`config.mk`:
```
export PLATFORM = sky130hd
export DESIGN_NAME = spi_adc_sampler
export DESIGN_NICKNAME = d
export VERILOG_FILES = /design/src/rtl/spi_adc_sampler.sv
export SDC_FILE = /design/constraint.sdc
export NUM_CORES = 1
export LEC_CHECK = 0
export BUFFER_PORTS_ARGS = -buffer_cell sky130_fd_sc_hd__buf_2
export CAP_MARGIN = 20
export CORE_MARGIN = 10
export CORE_UTILIZATION = 35
export CTS_CLUSTER_DIAMETER = 60
export DETAILED_ROUTE_END_ITERATION = 7
export GPL_TIMING_DRIVEN = 0
export MAX_ROUTING_LAYER = met4
export PLACE_DENSITY = 0.6
export SLEW_MARGIN = 20
export SYNTH_ARGS = -nofsm -noshare
export SYNTH_HDL_FRONTEND = slang
export SYNTH_SLANG_ARGS = --single-unit
```
`constraint.sdc`:
```
create_clock -name sysclk -period 6.3 [get_ports sysclk]
set_input_delay 0 -clock sysclk [delete_from_list [all_inputs] [get_ports sysclk]]
set_output_delay 0 -clock sysclk [all_outputs]
set_load 0.02 [all_outputs]
```
`src/rtl/spi_adc_sampler.sv`:
```
// spi_adc_sampler: fixed-rate sample tick driving one MCP3002-style SPI frame per tick.
// Optional macro ADC_CH_SELECT_EN adds ch_sel, latched at frame start as the ODD (channel) bit.
module spi_adc_sampler #(
    parameter int CLK_DIV       = 25,
    parameter int SAMPLE_PERIOD = 5000,
    parameter int ADC_CHANNEL   = 0
) (
    input  logic       sysclk,
    input  logic       rst_n,
`ifdef ADC_CH_SELECT_EN
    input  logic       ch_sel,
`endif
    output logic       adc_cs_n,
    output logic       adc_sck,
    output logic       adc_mosi,
    input  logic       adc_miso,
    output logic [9:0] data_out,
    output logic       data_valid
);

    typedef enum logic [1:0] {IDLE, SETUP, SHIFT, DONE} state_t;

    localparam int TW = (SAMPLE_PERIOD > 1) ? $clog2(SAMPLE_PERIOD) : 1;
    localparam int DW = $clog2(CLK_DIV + 1);
    localparam logic [TW-1:0] TICK_LAST = TW'(SAMPLE_PERIOD - 1);
    localparam logic [DW-1:0] DIV_LAST  = DW'(CLK_DIV - 1);

    state_t          state;
    logic [TW-1:0]   tmr;
    logic            tick;
    logic [DW-1:0]   div_cnt;
    logic [3:0]      bit_cnt;
    logic [9:0]      shreg;
    logic            odd_bit;
    logic            div_end;
    logic            cap_en;

    assign tick    = (tmr == TICK_LAST);
    assign div_end = (div_cnt == DIV_LAST);
    // The rising edge that ends low phase k opens period k+1; periods 5..14 carry D9..D0.
    assign cap_en  = (bit_cnt >= 4'd4) && (bit_cnt <= 4'd13);

    always_ff @(posedge sysclk or negedge rst_n) begin
        if (!rst_n) begin
            tmr <= '0;
        end else if (tick) begin
            tmr <= '0;
        end else begin
            tmr <= tmr + TW'(1);
        end
    end

`ifdef ADC_CH_SELECT_EN
    logic ch_lat;

    always_ff @(posedge sysclk or negedge rst_n) begin
        if (!rst_n) begin
            ch_lat <= 1'b0;
        end else if (state == IDLE && tick) begin
            ch_lat <= ch_sel;
        end
    end

    assign odd_bit = ch_lat;
`else
    localparam logic ODD_FIXED = 1'((ADC_CHANNEL % 2) != 0);

    assign odd_bit = ODD_FIXED;
`endif

    // Command per SCK period: start, SGL/DIFF, ODD, MSBF, then zeros.
    function automatic logic cmd_bit(input logic [4:0] k, input logic odd);
        case (k)
            5'd0, 5'd1, 5'd3: cmd_bit = 1'b1;
            5'd2:             cmd_bit = odd;
            default:          cmd_bit = 1'b0;
        endcase
    endfunction

    always_ff @(posedge sysclk or negedge rst_n) begin
        if (!rst_n) begin
            state      <= IDLE;
            adc_cs_n   <= 1'b1;
            adc_sck    <= 1'b0;
            adc_mosi   <= 1'b0;
            data_out   <= '0;
            data_valid <= 1'b0;
            div_cnt    <= '0;
            bit_cnt    <= '0;
            shreg      <= '0;
        end else begin
            case (state)
                IDLE: begin
                    data_valid <= 1'b0;
                    adc_cs_n   <= 1'b1;
                    adc_sck    <= 1'b0;
                    if (tick) begin
                        state    <= SETUP;
                        adc_cs_n <= 1'b0;
                        adc_mosi <= cmd_bit(5'd0, odd_bit);
                        div_cnt  <= '0;
                        bit_cnt  <= '0;
                    end
                end
                SETUP: begin
                    if (div_end) begin
                        state   <= SHIFT;
                        adc_sck <= 1'b1;
                        div_cnt <= '0;
                    end else begin
                        div_cnt <= div_cnt + DW'(1);
                    end
                end
                SHIFT: begin
                    if (!div_end) begin
                        div_cnt <= div_cnt + DW'(1);
                    end else begin
                        div_cnt <= '0;
                        if (adc_sck) begin
                            adc_sck  <= 1'b0;
                            adc_mosi <= cmd_bit({1'b0, bit_cnt} + 5'd1, odd_bit);
                        end else if (bit_cnt == 4'd15) begin
                            state      <= DONE;
                            adc_cs_n   <= 1'b1;
                            adc_mosi   <= 1'b0;
                            data_out   <= shreg;
                            data_valid <= 1'b1;
                        end else begin
                            bit_cnt <= bit_cnt + 4'd1;
                            adc_sck <= 1'b1;
                            if (cap_en) begin
                                shreg <= {shreg[8:0], adc_miso};
                            end
                        end
                    end
                end
                DONE: begin
                    data_valid <= 1'b0;
                    state      <= IDLE;
                end
                default: begin
                    state      <= IDLE;
                    adc_cs_n   <= 1'b1;
                    adc_sck    <= 1'b0;
                    data_valid <= 1'b0;
                end
            endcase
        end
    end

endmodule

```
Word level (Yosys, flattened, before mapping)
Cells that the tools add are included.
Widths: inputs -> output; s select.

operators by class
  $add $sub $neg = 4
  order comparisons = 2
  eq/ne operators = 15
  muxes and demuxes = 32
  bitwise logic cells = 2
  reductions and logical operators = 19

operators by type and width
  operator               count
  $mux 4                 4
  $reduce_and 4->1       4
  $reduce_and 5->1       3
  $add 13x1->13 const B  1
  $eq 13x13->1 const B   1
  $mux 1                 13
  $mux 13                1
  $ne 2x2->1 const B     6
  $mux 2                 5
  $mux 5                 2
  $pmux 5 s2             1
  $pmux 2 s4             1
  $pmux 4 s2             1
  $pmux 1 s2             3
  $reduce_bool 2->1      3
  $add 4x1->5 const B    1
  $add 5x1->5 const B    1
  $eq 5x1->1 const B     1
  $eq 5x2->1 const B     1
  $eq 5x5->1 const B     1
  $logic_not 5->1        1
  $add 4x1->4 const B    1
  $eq 2x2->1 const B     2
  $eq 4x4->1 const B     1
  other kinds (13)       15

storage, ports and cells
  flip-flop bits (word level) = 48
  input port bits = 3
  output and inout bits = 14
  word-level logic and storage cells = 84

Longest topological paths before layout
Gate-level depths: netlist (run 1).

  depth after elaboration = 7
  mapped depth = 7
  gate-level depth less buffers = 6

Least setup slack after synthesis (run 1)
No wires, ideal clock.

  kind = reg-to-reg
  start point = reg tmr[5]
  end point = reg adc_mosi
  setup time = 0.128 ns
  arrival = 1.841 ns
  required time = 6.172 ns
  path slack = 4.332 ns
  stages on the path, launching flop included = 5
  buffers on the path = 0
  clock period less this slack = 1.968 ns
  cell sequence = dfrtp_1 > or4_4 > o31a_1 > nor3_2 > mux2_1

between the ends
  word-level cells in the longest chain between the ends = 3

ends and longest elaborated chain
  what                               line  source
  from (decl)                        29    logic [TW-1:0] tmr;
  from (signal assigned)             49    tmr <= tmr + TW'(1);
  $eq 13x13->1                       38    assign tick = (tmr == TICK_LAST);
  $ne 2x2->1 (no source line)        -
  $reduce_and 4->1 (no source line)  -
  to (signal assigned)               100   adc_mosi <= cmd_bit(5'd0, odd_bit);
  to (signal assigned)               121   adc_mosi <= cmd_bit({1'b0, bit_cnt} + 5'd1, odd_bit);
  to (decl)                          15    output logic adc_mosi,

No other way between the ends.
A chain may end at the register's enable or synchronous reset.

Worst setup path in the final report (run 1)
  start point = reg div_cnt[0]
  end point = reg data_out[3]

between the ends
  word-level cells in the longest chain between the ends = 2

ends and longest elaborated chain
  what                               line  source
  from (decl)                        31    logic [DW-1:0] div_cnt;
  from (signal assigned)             111   div_cnt <= div_cnt + DW'(1);
  from (signal assigned)             116   div_cnt <= div_cnt + DW'(1);
  $eq 5x5->1                         39    assign div_end = (div_cnt == DIV_LAST);
  $reduce_and 4->1 (no source line)  -
  to (signal assigned)               126   data_out <= shreg;
  to (decl)                          17    output logic [9:0] data_out,

No other way between the ends.

==> results.toml, run 1 <==
[power]
p_leak_nw = 1.290
powerDensity_nw_per_um2 = 201.1
ir_worst_vdd_mv = 0.1178
power_uw = 546.4

[timing]
slew_headroom_pct = 58.82
drv_slew = 0
hold_viol_final = 0
finalCritPeriodShare_pct = 35.72
maxClockFrequency_mhz = 444.4
skew_ps = 6.549
tns_ps = 0
min_period_ps = 2250
setup_viol = 0
rsz0062_at_grt = "false"
fin_hold_ws_ps = 229.5
tightest_slew_ps = 617.7

[routing]
post_drt_via_cell_ratio = 5.088
drt_pass1_iterations = 4
drt_iter0_markers = 36
vias = 1562
routedWlPerCell_um = 14.20
postRouteAntennaNets = 0
routed_wl_um = 4358
post-route-drc-count = 0

[setup_path]
crit_arrival_ps = 2440
cp-end-kind = "flip-flop"
critPathKind = "flip-flop to flip-flop"
reg2reg_setup_slack_ps = 4050
cp_max_fo = 10
start_kind = "flip-flop"
r2r.worst_path.cells = 7
r2r_end = "data_out[3]$_DFFE_PN0P_"
r2r-start = "div_cnt[0]$_DFFE_PN0P_"
required_ps = 6490

[run]
cap_violations = 0

[clocking]
clk_pin_slew_worst_paths_ps = 100
cts_tree = "yes"
post_cts_resized = 0
clockBufferDepth = 2
clk_latency_ps = 300
cts_root_buf = "clkbuf_8"
cts_sinks = 48
cts_max_level = 2
cts_buffers = 5

[logic_synthesis]
synth_ff_type = "dfrtp_1"
ys_ff_latch = 48
ys_seq_area_share_pct = 50.13
yosysWarnings = 0
synth.largest_area_cell = "dfrtp_1"
synthArstFlopShare_pct = 100.0
synth_nets = 217
synth-edff-count = 0
avgSynthCellArea_um2 = 11.93
synthTopCellsByArea = "dfrtp_1 49%, mux2_2 9.4%, ha_1 6.8%"
syn_area_um2 = 2399
syn_inst = 201
synth_cell_types = 48
yosysTopAreaCellShare_pct = 49.03

[placement]
dpl.hpwl_um = 3056
port_buffers = 16
gp_congestion = 0.8161

[global_routing]
antenna_found_initial = 0
grt_max_degree = 49
gr-total-overflow = 0
grt_pass1_wl_um = 7507
grt.total_usage_pct = 9.090
grt_pass1_vias = 1649

[floorplan]
dieArea_um2 = 10560
rows = 30
die_w_um = 102.8
core-area_um2 = 6719
start_util_pct = 35.70
io_pins = 17
die_y_um = 102.8

[cells_and_area]
final_cell_mix = "47 x dfrtp_1, 20 x mux2_2, 18 x buf_2"
syn_to_final_growth_pct = 13.30
drive_gt1_share_pct = 26.43
final_common_cell = "dfrtp_1"
fin_nets = 242
diodes = 0

[worst_hold_path]
hp-class = "primary input to asynchronous set/reset pin"

[outcome]
status = "complete, no violations"
[cell usage after synthesis (all sizes together), types with 2 or more instances]
cell type,number
buf,3
dfrtp,47
nor2,14
and2,3
o31a,2
ha,13
o21ai,8
inv,9
nand2,9
nand4b,4
xor2,4
mux2,22
o2bb2ai,2
xnor2,6
nor3,7
mux2i,6
nand4,2
a21oi,4
and3,2
nand3,9
o31ai,3
a21o,2
nand2b,2
[through the flow]
stage	area, um^2	setup slack [ps]	std cells	utilization, %
finish	2718	4050	307	40.45
global route	2718	3883	307	40.45
CTS	2715	4027	307	40.41
detailed placement	2579	4047	297	38.38
global placement	2579	4102	297	38.38
floorplan	2399	4332	201	-
[power breakdown]
group	internal [mW]	total (mW)	switching (mW)
Combinational	0.00167	0.00778	0.00611
Sequential	0.308	0.308	0.000179
Clock	0.120	0.230	0.111
[how the worst max path moves through the flow]
stage	start	to	slack, ps	depth (start not counted)
after floorplan	tmr[5]$_DFF_PN0_	adc_mosi$_DFFE_PN0P_	4330	4
after global placement	div_cnt[0]$_DFFE_PN0P_	data_out[3]$_DFFE_PN0P_	4100	7
after detailed placement	div_cnt[0]$_DFFE_PN0P_	data_out[3]$_DFFE_PN0P_	4050	7
after CTS	div_cnt[0]$_DFFE_PN0P_	data_out[3]$_DFFE_PN0P_	4030	7
after global routing	div_cnt[0]$_DFFE_PN0P_	data_out[3]$_DFFE_PN0P_	3880	7
final	div_cnt[0]$_DFFE_PN0P_	data_out[3]$_DFFE_PN0P_	4050	7
[state kept, by name, indices dropped and copies added (netlist names)]
register,cells
adc_cs_n,1
adc_mosi,1
adc_sck,1
bit_cnt,4
data_out,10
data_valid,1
div_cnt,5
shreg,10
state,2
tmr,13
[cell type report]
type | count | area (um^2)
multi-input combinational | 140 | 1144
tap | 80 | 100.1
fill | 637 | 4001
buffer | 4 | 18.77
clock buffer | 5 | 68.82
inverter | 9 | 33.78
sequential | 48 | 1202
timing repair buffer | 18 | 102.6
clock inverter | 3 | 47.55
[critical path, stage by stage (launching register included)]
cell,delay (ps)
dfrtp_1,430
inv_1,70
ha_1,170
nand4b_1,280
nor3b_2,400
and2_1,170
buf_2,240
mux2_2,370
[layer usage]
layer  part of all wire [%]  vias up  global-route usage [%]
met3                    2.5        5                   2.279
met4                    1.5        0                   4.064
met5                      0        -                       -
met1                     47      776                   10.65
li1                       -      769                       -
met2                     49       12                   14.47
[cells by family (layout without fill, tap and decap cells)]
group                      Yosys count  in the layout  share of synthesized area [%]
buffers and inverters               13             39                          2.190
DFF                                 48             48                          50.13
AOI/OAI and AO/OA                   32             32                          10.85
adders and majority gates           13             13                          6.782
muxes                               28             28                          12.83
and+or+nand+nor                     57             57                          13.56
xor gates and xnor gates            10             10                          3.651
[what timing repair did]
action,4_1_cts,5_1_grt
hold buffers,2,0
buffers inserted,0,0
hold endpoints to repair,48,0
Note: power is estimated with default switching activity, not from simulation.
==> run 2: changes to the inputs <==
--- a/config.mk
+++ b/config.mk
@@ -13,7 +13,7 @@
 export DETAILED_ROUTE_END_ITERATION = 7
 export GPL_TIMING_DRIVEN = 0
 export MAX_ROUTING_LAYER = met4
-export PLACE_DENSITY = 0.6
+export PLACE_DENSITY = 0.62
 export SLEW_MARGIN = 20
 export SYNTH_ARGS = -nofsm -noshare
 export SYNTH_HDL_FRONTEND = slang
==> constraint.sdc (replaced) <==
create_clock -name sysclk -period 1.9 [get_ports sysclk]
set_input_delay 0 -clock sysclk [delete_from_list [all_inputs] [get_ports sysclk]]
set_output_delay 0 -clock sysclk [all_outputs]
set_load 0.02 [all_outputs]
==> run 2 against run 1 <==
The run now ends with setup timing left. Register-to-register slack got worse by 4100 ps. Die area unchanged. Final area increased by 10%. Via count increased by 6.6%. Clock power increased to 3.3 times the previous value. Final cell count increased by 5.2%. Critical endpoint is now shreg[1]$_DFFE_PN0P_. Sequential power increased to 3.3 times the previous value. Maximum frequency increased by 17%. Non-clock buffer count increased by 15. Sequential cell count unchanged. Critical path type unchanged.
==> results.toml, run 2 (synthesis gave the netlist of run 1 again) <==
[setup_path]
crit_buf_inv = 2
critPathKind = "flip-flop to flip-flop"
cp_max_fo = 5
r2r.worst_path.cells = 7
r2r-start = "div_cnt[1]$_DFFE_PN0P_"
cp-end-kind = "flip-flop"
crit_slowest_cell = "dfrtp_1"
crit_family = "flip-flops"
crit_arrival_ps = 2120
required_ps = 2090
cp_cell_sequence = "inv_1 > ha_1 > nand4b_1 > buf_6 > a31oi_4 > o211ai_4 > mux2_2"
reg2reg_setup_slack_ps = -20
cp-startpoint = "div_cnt[1]$_DFFE_PN0P_"
r2r_end = "shreg[1]$_DFFE_PN0P_"
crit_path_max_incr_delay_ps = 420
start_kind = "flip-flop"

[cells_and_area]
fill_cells = 629
seq_area_um2 = 1206
syn_to_final_growth_pct = 24.62
fin_nets = 258
diodes = 0
largest-register = "tmr"
largest_reg_flops = 13
final_common_cell = "dfrtp_1"
drive_gt1_share_pct = 37.45
fin_cells = 323
final_cell_mix = "44 x dfrtp_1, 20 x mux2_2, 18 x buf_2"
top_regs = "tmr (13), data_out (10), shreg (10)"
multi_input_area_um2 = 1277

[power]
powerDensity_nw_per_um2 = 605.4
ir_worst_vdd_mv = 0.4346
p_leak_nw = 1.386

[outcome]
status = "finished with violations"
violations = "setup timing"

[global_routing]
antenna_found_initial = 0
grt_pass1_wl_um = 8500
grt.total_usage_pct = 10.31
gr-total-overflow = 0
grt_max_degree = 49
grt_pass1_vias = 1765

[routing]
drt_iter0_markers = 45
post_drt_via_cell_ratio = 5.155
routedWlPerCell_um = 15.35
postRouteAntennaNets = 0
drt_pass1_iterations = 6
routed_wl_um = 4959
post-route-drc-count = 0
vias = 1665

[timing]
min_period_ps = 1924
setup_viol = 7
hold_viol_final = 0
tightest_slew_ps = 623.4
skew_ps = 8.436
fin_ws_ps = -24.20
slew_headroom_pct = 58.44
maxClockFrequency_mhz = 519.7
finalCritPeriodShare_pct = 101.3
drv_slew = 0
tns_ps = -100.3
rsz0062_at_grt = "true"

[floorplan]
io_pins = 17
die_w_um = 102.8
dieArea_um2 = 10560
core-area_um2 = 6719
rows = 30
die_y_um = 102.8
start_util_pct = 35.70

[placement]
gp_congestion = 0.7693
dpl.hpwl_um = 3050
dp.cells = 297
port_buffers = 16

[clocking]
clk_pin_slew_worst_paths_ps = 100
cts_max_level = 2
clockBufferDepth = 2
cts_tree = "yes"
cts_root_buf = "clkbuf_8"
cts_sinks = 48
cts_buffers = 5
clk_latency_ps = 300

[worst_hold_path]
hp-class = "primary input to asynchronous set/reset pin"

[run]
cap_violations = 0
run 2: cell count changes in the layout (fill, tap and decap cells not counted), sizes merged:
cell and delta:
clkinv -2, clkinvlp +1, o211ai +1, inv +1, clkbuf -1, buf +16
run 2: where the power goes:
| group | internal (mW) | switching (mW) |
|---|---|---|
| combinational | 0.00554 | 0.0205 |
| sequential | 1.02 | 0.000596 |
| clock | 0.397 | 0.364 |
run 2: layer usage:
metal  vias to the layer above  wire length (um)  GRT usage [%]
li1                        801                 -              -
met1                       835              2342          12.67
met2                        21              2415          16.58
met3                         8                92          1.810
met4                         0               108          3.957
met5                         -                 0              -
run 2: through the flow:
step | instance area [um^2] | setup slack (ps) | power, mW | hold WS, ps | util, %
floorplan | 2405 | -9.600 | 1.044 | -295.6 | -
global placement | 2585 | -275.2 | 1.066 | 239.7 | 38.47
detailed placement | 2585 | -306.3 | 1.067 | 242.8 | 38.47
CTS | 2898 | -9.806 | 1.836 | 458.1 | 43.13
global route | 2989 | -95.85 | 1.878 | 309.5 | 44.49
finish | 2989 | -24.20 | 1.810 | 245.8 | 44.49
run 2: worst reg2reg max path, stage by stage (launching register included):
cell,delay [ps]
dfrtp_1,420
inv_1,70
ha_1,160
nand4b_1,230
buf_6,210
a31oi_4,250
o211ai_4,170
mux2_2,310
run 2: repair_timing:
| action | CTS | global route |
|---|---|---|
| endpoints found under the hold margin | 48 | 0 |
| endpoints found under the setup margin | 29 | 32 |
| resized for setup | 16 | 16 |
| gates cloned | 1 | 0 |
| hold buffers | 2 | 0 |
| pin swaps | 4 | 6 |
| buffers inserted | 12 | 4 |
run 2: worst max-delay path by stage:
stage / to / depth (start not counted)
6_report: shreg[1]$_DFFE_PN0P_ / 7
3_3_place_gp: shreg[0]$_DFFE_PN0P_ / 5
4_1_cts: shreg[1]$_DFFE_PN0P_ / 7
5_1_grt: shreg[1]$_DFFE_PN0P_ / 6
2_1_floorplan: data_out[0]$_DFFE_PN0P_ / 7
3_5_place_dp: shreg[1]$_DFFE_PN0P_ / 5
run 2: final cells by class:
| cell class | count | share of cell area, % |
|---|---|---|
| plain buffers | 3 | 0.5023 |
| inverters | 9 | 1.130 |
| clock buffers | 5 | 2.302 |
| well taps | 80 | 3.349 |
| repair buffers | 34 | 8.079 |
| flip-flops and latches | 48 | 40.35 |
| clock inverters | 3 | 1.549 |
| multi-input cells | 141 | 42.74 |
